<file path="src/rtl/rvfi_shadow_regcheck.sv">
// Shadow register file and PC checker for up to NRET RVFI retirement channels.
// The first violation is latched into sticky error registers. Checking continues after an error.
module rvfi_shadow_regcheck #(
  parameter int XLEN      = 32,
  parameter int NRET      = 1,
  parameter bit ZERO_INIT = 1'b1,
  parameter bit CHECK_PC  = 1'b1
) (
  input  logic                 clk,
  input  logic                 reset,
  input  logic [NRET-1:0]      rvfi_valid,
  input  logic [64*NRET-1:0]   rvfi_order,
  input  logic [5*NRET-1:0]    rvfi_rs1_addr,
  input  logic [5*NRET-1:0]    rvfi_rs2_addr,
  input  logic [XLEN*NRET-1:0] rvfi_rs1_rdata,
  input  logic [XLEN*NRET-1:0] rvfi_rs2_rdata,
  input  logic [5*NRET-1:0]    rvfi_rd_addr,
  input  logic [XLEN*NRET-1:0] rvfi_rd_wdata,
  input  logic [XLEN*NRET-1:0] rvfi_pc_rdata,
  input  logic [XLEN*NRET-1:0] rvfi_pc_wdata,
  output logic                 err,
  output logic [2:0]           err_kind,
  output logic [1:0]           err_chan,
  output logic [63:0]          err_order,
  output logic [31:0]          retired_cnt
);

  logic [XLEN-1:0] regs_q [32];
  logic [XLEN-1:0] regs_d [32];
  logic [31:0]     known_q, known_d;
  logic [XLEN-1:0] pc_q, pc_d;
  logic            pc_known_q, pc_known_d;
  logic [63:0]     exp_order_q, exp_order_d;
  logic [31:0]     cnt_q, cnt_d;
  logic            err_q;
  logic [2:0]      err_kind_q;
  logic [1:0]      err_chan_q;
  logic [63:0]     err_order_q;

  logic            hit;
  logic [2:0]      hit_kind;
  logic [1:0]      hit_chan;
  logic [63:0]     hit_order;
  logic [2:0]      kind;
  logic [63:0]     ord;
  logic [4:0]      rs1_a, rs2_a, rd_a;
  logic [XLEN-1:0] rs1_v, rs2_v, rd_v, pc_r, pc_w;
  logic            rs1_bad, rs2_bad;

  // Walk the channels in order; each channel sees the shadow state already updated by earlier valid channels.
  always_comb begin
    regs_d      = regs_q;
    known_d     = known_q;
    pc_d        = pc_q;
    pc_known_d  = pc_known_q;
    exp_order_d = exp_order_q;
    cnt_d       = cnt_q;
    hit         = 1'b0;
    hit_kind    = 3'd0;
    hit_chan    = 2'd0;
    hit_order   = 64'd0;
    kind        = 3'd0;
    ord         = 64'd0;
    rs1_a       = 5'd0;
    rs2_a       = 5'd0;
    rd_a        = 5'd0;
    rs1_v       = '0;
    rs2_v       = '0;
    rd_v        = '0;
    pc_r        = '0;
    pc_w        = '0;
    rs1_bad     = 1'b0;
    rs2_bad     = 1'b0;
    for (int k = 0; k < NRET; k++) begin
      if (rvfi_valid[k]) begin
        ord   = rvfi_order[64*k +: 64];
        rs1_a = rvfi_rs1_addr[5*k +: 5];
        rs2_a = rvfi_rs2_addr[5*k +: 5];
        rd_a  = rvfi_rd_addr[5*k +: 5];
        rs1_v = rvfi_rs1_rdata[XLEN*k +: XLEN];
        rs2_v = rvfi_rs2_rdata[XLEN*k +: XLEN];
        rd_v  = rvfi_rd_wdata[XLEN*k +: XLEN];
        pc_r  = rvfi_pc_rdata[XLEN*k +: XLEN];
        pc_w  = rvfi_pc_wdata[XLEN*k +: XLEN];
        rs1_bad = (rs1_a == 5'd0) ? (rs1_v != '0) : (known_d[rs1_a] && (rs1_v != regs_d[rs1_a]));
        rs2_bad = (rs2_a == 5'd0) ? (rs2_v != '0) : (known_d[rs2_a] && (rs2_v != regs_d[rs2_a]));
        if (ord != exp_order_d)                        kind = 3'd1;
        else if (CHECK_PC && pc_known_d && pc_r != pc_d) kind = 3'd2;
        else if (rs1_bad)                              kind = 3'd3;
        else if (rs2_bad)                              kind = 3'd4;
        else if (rd_a == 5'd0 && rd_v != '0)           kind = 3'd5;
        else                                           kind = 3'd0;
        if (kind != 3'd0 && !hit) begin
          hit       = 1'b1;
          hit_kind  = kind;
          hit_chan  = 2'(k);
          hit_order = ord;
        end
        if (rd_a != 5'd0) begin
          regs_d[rd_a]  = rd_v;
          known_d[rd_a] = 1'b1;
        end
        pc_d        = pc_w;
        pc_known_d  = 1'b1;
        exp_order_d = exp_order_d + 64'd1;
        if (cnt_d != '1) cnt_d = cnt_d + 32'd1;
      end
    end
  end

  // Only the first violation after reset is latched.
  always_ff @(posedge clk) begin
    if (reset) begin
      regs_q      <= '{default: '0};
      known_q     <= ZERO_INIT ? '1 : '0;
      pc_q        <= '0;
      pc_known_q  <= 1'b0;
      exp_order_q <= 64'd0;
      cnt_q       <= 32'd0;
      err_q       <= 1'b0;
      err_kind_q  <= 3'd0;
      err_chan_q  <= 2'd0;
      err_order_q <= 64'd0;
    end else begin
      regs_q      <= regs_d;
      known_q     <= known_d;
      pc_q        <= pc_d;
      pc_known_q  <= pc_known_d;
      exp_order_q <= exp_order_d;
      cnt_q       <= cnt_d;
      if (!err_q && hit) begin
        err_q       <= 1'b1;
        err_kind_q  <= hit_kind;
        err_chan_q  <= hit_chan;
        err_order_q <= hit_order;
      end
    end
  end

  assign err         = err_q;
  assign err_kind    = err_kind_q;
  assign err_chan    = err_chan_q;
  assign err_order   = err_order_q;
  assign retired_cnt = cnt_q;

endmodule

</file>
<file path="config.mk">
export PLATFORM = sky130hd
export DESIGN_NAME = rvfi_shadow_regcheck
export DESIGN_NICKNAME = d
export VERILOG_FILES = /design/src/rtl/rvfi_shadow_regcheck.sv
export SDC_FILE = /design/constraint.sdc
export NUM_CORES = 2
export LEC_CHECK = 0
export CAP_MARGIN = 0
export CORE_MARGIN = 2
export CORE_UTILIZATION = 29
export CTS_BUF_LIST = sky130_fd_sc_hd__clkbuf_8
export CTS_CLUSTER_SIZE = 10
export DETAILED_ROUTE_END_ITERATION = 6
export PLACE_DENSITY = 0.42
export SLEW_MARGIN = 20
export SYNTH_ARGS = -nofsm -noshare
export SYNTH_HDL_FRONTEND = slang
export SYNTH_SLANG_ARGS = --single-unit
</file>
<file path="constraint.sdc">
create_clock -name clk -period 14.1 [get_ports clk]
set_input_delay 4.23 -clock clk [delete_from_list [all_inputs] [get_ports clk]]
set_output_delay 4.23 -clock clk [all_outputs]
set_load 0.02 [all_outputs]
</file>
Word level (Yosys, flattened, before mapping)
Index checks and enable logic that the tools add are counted.

$add $sub $neg: 2. Order comparisons: 8. Eq/ne operators: 5. Mux-type cells: 29. Bitwise gates (word level): 4. Reduce and logical (&&, ||, !) cells: 18.

Operators by type and width (number): 1024-bit bitwise mux (1); 32-bit binary-select mux with 5-bit select (2); 32-bit demux with 5-bit select (1); 32-bit 2-to-1 mux (5); 64-bit 2-to-1 mux (2); 32-bit inequality test (3); 32-bit nonzero test (3); 64-bit by 1-bit adder with 64-bit output (second input constant) (1); 64-bit inequality test (1); 32-bit by 1-bit adder with 32-bit output (second input constant) (1); 32-bit inequality test (second input constant) (1); 32-bit bitwise OR (1); 3-bit 2-to-1 mux (8); 6-bit greater-or-equal comparator (second input constant) (3); 5-bit by 6-bit < comparator with 1-bit output (second input constant) (3); 5-bit inverter with 6-bit output (3); 5-bit zero test (3); 1-bit binary-select mux with 5-bit select (2); 1-bit logical AND (7); 1-bit 2-to-1 mux (7); 6-bit by 1-bit < comparator with 1-bit output (second input constant) (1); 1-bit demux with 5-bit select (1); 5-bit by 1-bit greater-or-equal comparator with 1-bit output (second input constant) (1); 5-bit nonzero test (1); 3 further kinds (4).

Register bits after elaboration: 1253. Bits of input ports: 242. Word-level logic and storage cells: 106.

Logic depth before layout (Yosys ltp)
Word-level depth: 16. Mapped depth: 19. Depth with buffers taken out: 11.

Worst setup path after synthesis
OpenSTA, ideal clock, no wires.

Path kind: input to register. From: in rvfi_rs1_addr[0]. To: reg err_order_q[33], in the netlist err_order[33]. Library setup time: 128 ps. Data arrival time: 7659 ps. Slack: 6313 ps. Stages: 16. Cell sequence: buf_2 buf_6 buf_2 buf_2 mux4_2 a221oi_1 nand3_1 xnor2_1 o2111ai_1 nor4_1 a31o_1 a41oi_2 buf_6 buf_12 mux2i_1 nor2_1.

Longest elaborated chain between the ends: 15. Elaborated cells on any way between the ends: 20. Classes of those cells: eq/ne: 1; mux: 14; bitwise: 1; reduce/logical: 4.

RTL lines: start, declared (line 13) `input logic [5*NRET-1:0] rvfi_rs1_addr,`; 5-bit inverter with 6-bit output (implied by the code) (line 85) `rs1_bad = (rs1_a == 5'd0) ? (rs1_v != '0) : (known_d[rs1_a] && (rs1_v != regs_d[rs1_a]));`; 32-bit binary-select mux with 5-bit select (line 85); 32-bit 2-to-1 mux (implied by the code) (2 in series) (line 85); 32-bit inequality test (line 85); 1-bit logical AND (line 85); 1-bit 2-to-1 mux * (line 85); 3-bit 2-to-1 mux * (line 89) `else if (rs1_bad) kind = 3'd3;`; 3-bit 2-to-1 mux * (line 88) `else if (CHECK_PC && pc_known_d && pc_r != pc_d) kind = 3'd2;`; 3-bit 2-to-1 mux * (line 87) `if (ord != exp_order_d) kind = 3'd1;`; 3-bit 2-to-1 mux * (line 75) `if (rvfi_valid[k]) begin`; 3-bit nonzero test * (line 93) `if (kind != 3'd0 && !hit) begin`; 1-bit 2-to-1 mux (line 93); 1-bit 2-to-1 mux (line 75); 1-bit logical AND (line 131) `if (!err_q && hit) begin`; end signal, assigned (line 135) `err_order_q <= hit_order;`; end, declared (line 38) `logic [63:0] err_order_q;`.

Every way passes the cells marked *; elsewhere a longest branch is shown, timed or not. The select of a mux whose other input is x is not followed. A chain may end at the register's enable or synchronous reset.

Worst setup path in the final report
From: in rvfi_rs1_addr[0]. To: reg err_order_q[61], in the netlist err_order[61].

The elaborated chain is that of the path after synthesis.

==> run metrics <==
status completed; gr ovfl total 0; most area-consuming cells after synthesis dfxtp_1 40%, mux4_2 15%, nand2_1 13%; PwrDens 112.2 nW/µm²; TritonCTS Buffers 230; clock sinks 1252; Finished Cell Area 74170 µm²; slew margin rel. 11.33%; TritonCTS clock tree done; Post-synth EDFFs 0; hpwl dp 208300 µm; Gates resized, CTS repair 0; CTS max path bufs 3; Core ar. 217000 µm²; share of flip-flops with an asynchronous set or reset 0%; Post-CTS Setup Bufs 0; first-pass GRT wire length 467500 µm; CP Class in2reg; Req. time, crit path 14.94 ns; XOR/XNOR Fraction of Synth Area 3.115%; R2R cell count 11; f_max 102.0 MHz; area delta synth->final 17.25%; Post-Synth Simple-Gate Area 18.73%; cts hold-fix bufs 0; remaining antenna violation count 0; Initial Util 29.16%; peak supply drop 100.6 µV; mapped cell area 63260 µm²; final setup fails 0; setup_tns 0 ns; drt first-iter violations 8411; sequential area share after synthesis 39.62%; multiplexer share of the synthesized area 21.78%; CP Capture Type flop; share of post-route cells with drive strength above 1 14.47%; Avg Cell Area, Syn 8.761 µm²; leading area contributor after synthesis dfxtp_1; Clk Latency, worst-skew pair 1.04 ns; Tightest Pin Transition 1.325 ns; IO Port Bufs 341; remaining routing DRC violations 0; Yosys top cell area share 39.62%; crit path launch type primary input; crit path DAT 10.65 ns; CTS clk-pin slew, worst paths 0.06 ns; Hold Path Class reg2reg; Detailed Route WL 340600 µm; Tcrit/Tclk final 69.56%; Synth cell types 76; NumNets Final 7552; worst r2r src regs_q[895]; Max Cap Violations 0; synth warn 0; most common cell in the netlist nand2_1; Die H 471.1 µm; htree depth 4; CTS root buf clkbuf_8; post-synthesis compound-gate area fraction 12.05%; Max Clock Skew 0.1105 ns; unrepaired setup endpoints after global routing no; Pre-Repair DR Iteration Count 7; vias in the first global route 56660; register bit total from synthesis 1252; largest net degree at the start of global routing 215; highest fanout seen on the critical path 59; min-delay src known_q[18]; Hold EP known_q[18]; die area 221900 µm²; Pleak 24.91 nW; placed cell area 69090 µm²; Boundary Pins 344; Primary FF master, synth dfxtp_1; total track usage 29.71%; hold depth 1; Worst R2R Setup Slack 8.62 ns; via count 59540; fin. max-slew vios 0; Syn Inst Count 7221; Final Wtd Congestion 1.014; most frequent cells after synthesis 2135 x nand2_1, 1252 x dfxtp_1, 1043 x a21oi_1; initial antenna violation count 21; drt wl/cell 32.91 µm; fin crit period 9.808 ns; Die W 471.1 µm; Design Power 8.319 mW; Via density 5.753; largest family of logic cells by synthesized area multiplexers; row cnt 171; R2R Path End err_order[61]; Final Hold Vio Count 0; post-synthesis adder-cell area fraction 0.03956%
[sequential cells by signal, summed over array words and instances, names as in the netlist]
register / count
err_kind: 3
known_q: 31
exp_order_q: 64
err: 1
pc_q: 32
err_order: 64
pc_known_q: 1
retired_cnt: 32
regs_q: 1024
[per-layer routing]
metal	vias up	wire (µm)	track usage [%]
li1	25440	-	-
met1	29650	132700	37.39
met2	3541	151400	46.42
met3	902	32010	6.441
met4	14	24410	18.16
met5	-	94	0
[cell type report]
cell class | count | area [µm²]
clock inverter | 103 | 743.2
sequential | 1252 | 25060
antenna | 5 | 12.51
timing repair buffer | 499 | 4766
clock buffer | 311 | 4280
tap | 2854 | 3571
multi-input combinational | 5307 | 35670
fill | 22380 | 142800
inverter | 18 | 70.07
[worst max-delay path, cell delays in order]
cell      delay [ns]
buf_8           0.45
buf_4           0.68
mux4_2          0.58
mux2i_1         0.51
nor3_1          0.11
a211oi_1        0.94
o21ai_0         0.17
nor4_1          1.03
a31o_1          0.53
a41oi_4         0.29
buf_4           0.51
mux2i_1         0.28
nor2_1          0.06
[placed cells by master (no fill, tap or decap), drive strengths merged, types with 63 or more instances in the layout]
cell / count
mux2i: 372
nor2: 290
buf: 169
nand3: 88
clkbuf: 312
a21oi: 1043
inv: 86
a22oi: 93
nand2: 2135
xor2: 169
dfxtp: 1252
clkdlybuf4s50: 329
nor4: 63
mux4: 426
[logic make-up (layout without fill, tap and decap cells)]
| family | after synthesis | count (layout) |
|---|---|---|
| multiplexers | 837 | 837 |
| AND/OR/NAND/NOR | 2871 | 2871 |
| XOR/XNOR | 225 | 225 |
| adder cells (fa/ha/maj) | 2 | 2 |
| AO/OA/AOI/OAI | 1370 | 1370 |
| other | 1 | 7 |
| flip-flops | 1252 | 1252 |
| buffers and inverters | 663 | 931 |
[stage by stage]
step	util, %	setup slack, ns	std cells	hold WS [ns]
4_1_cts	34.16	4.618	10340	0.4656
5_1_grt	34.19	4.463	10350	0.4724
6_report	34.19	4.292	10350	0.4618
2_1_floorplan	-	6.313	7222	0.4267
3_5_place_dp	31.84	3.513	9928	0.4509
3_3_place_gp	31.83	3.365	9928	0.4405
[worst max-delay path by stage]
stage | slack (ns) | to | start
after global routing | 4.46 | err_order[10] | rvfi_rs1_addr[0]
after floorplan | 6.31 | err_order[33] | rvfi_rs1_addr[0]
after global placement | 3.37 | err_order[11] | rvfi_rs2_addr[3]
final | 4.29 | err_order[61] | rvfi_rs1_addr[0]
after CTS | 4.62 | err_order[60] | rvfi_rs1_addr[0]
after detailed placement | 3.51 | err_order[60] | rvfi_rs1_addr[0]
[power breakdown]
group	total [mW]	switching (mW)	internal, mW
clock	3.85	1.75	2.11
sequential	3.61	0.0295	3.58
combinational	0.858	0.585	0.273
total	8.32	2.36	5.96
Note: power is estimated with default switching activity, not from simulation.
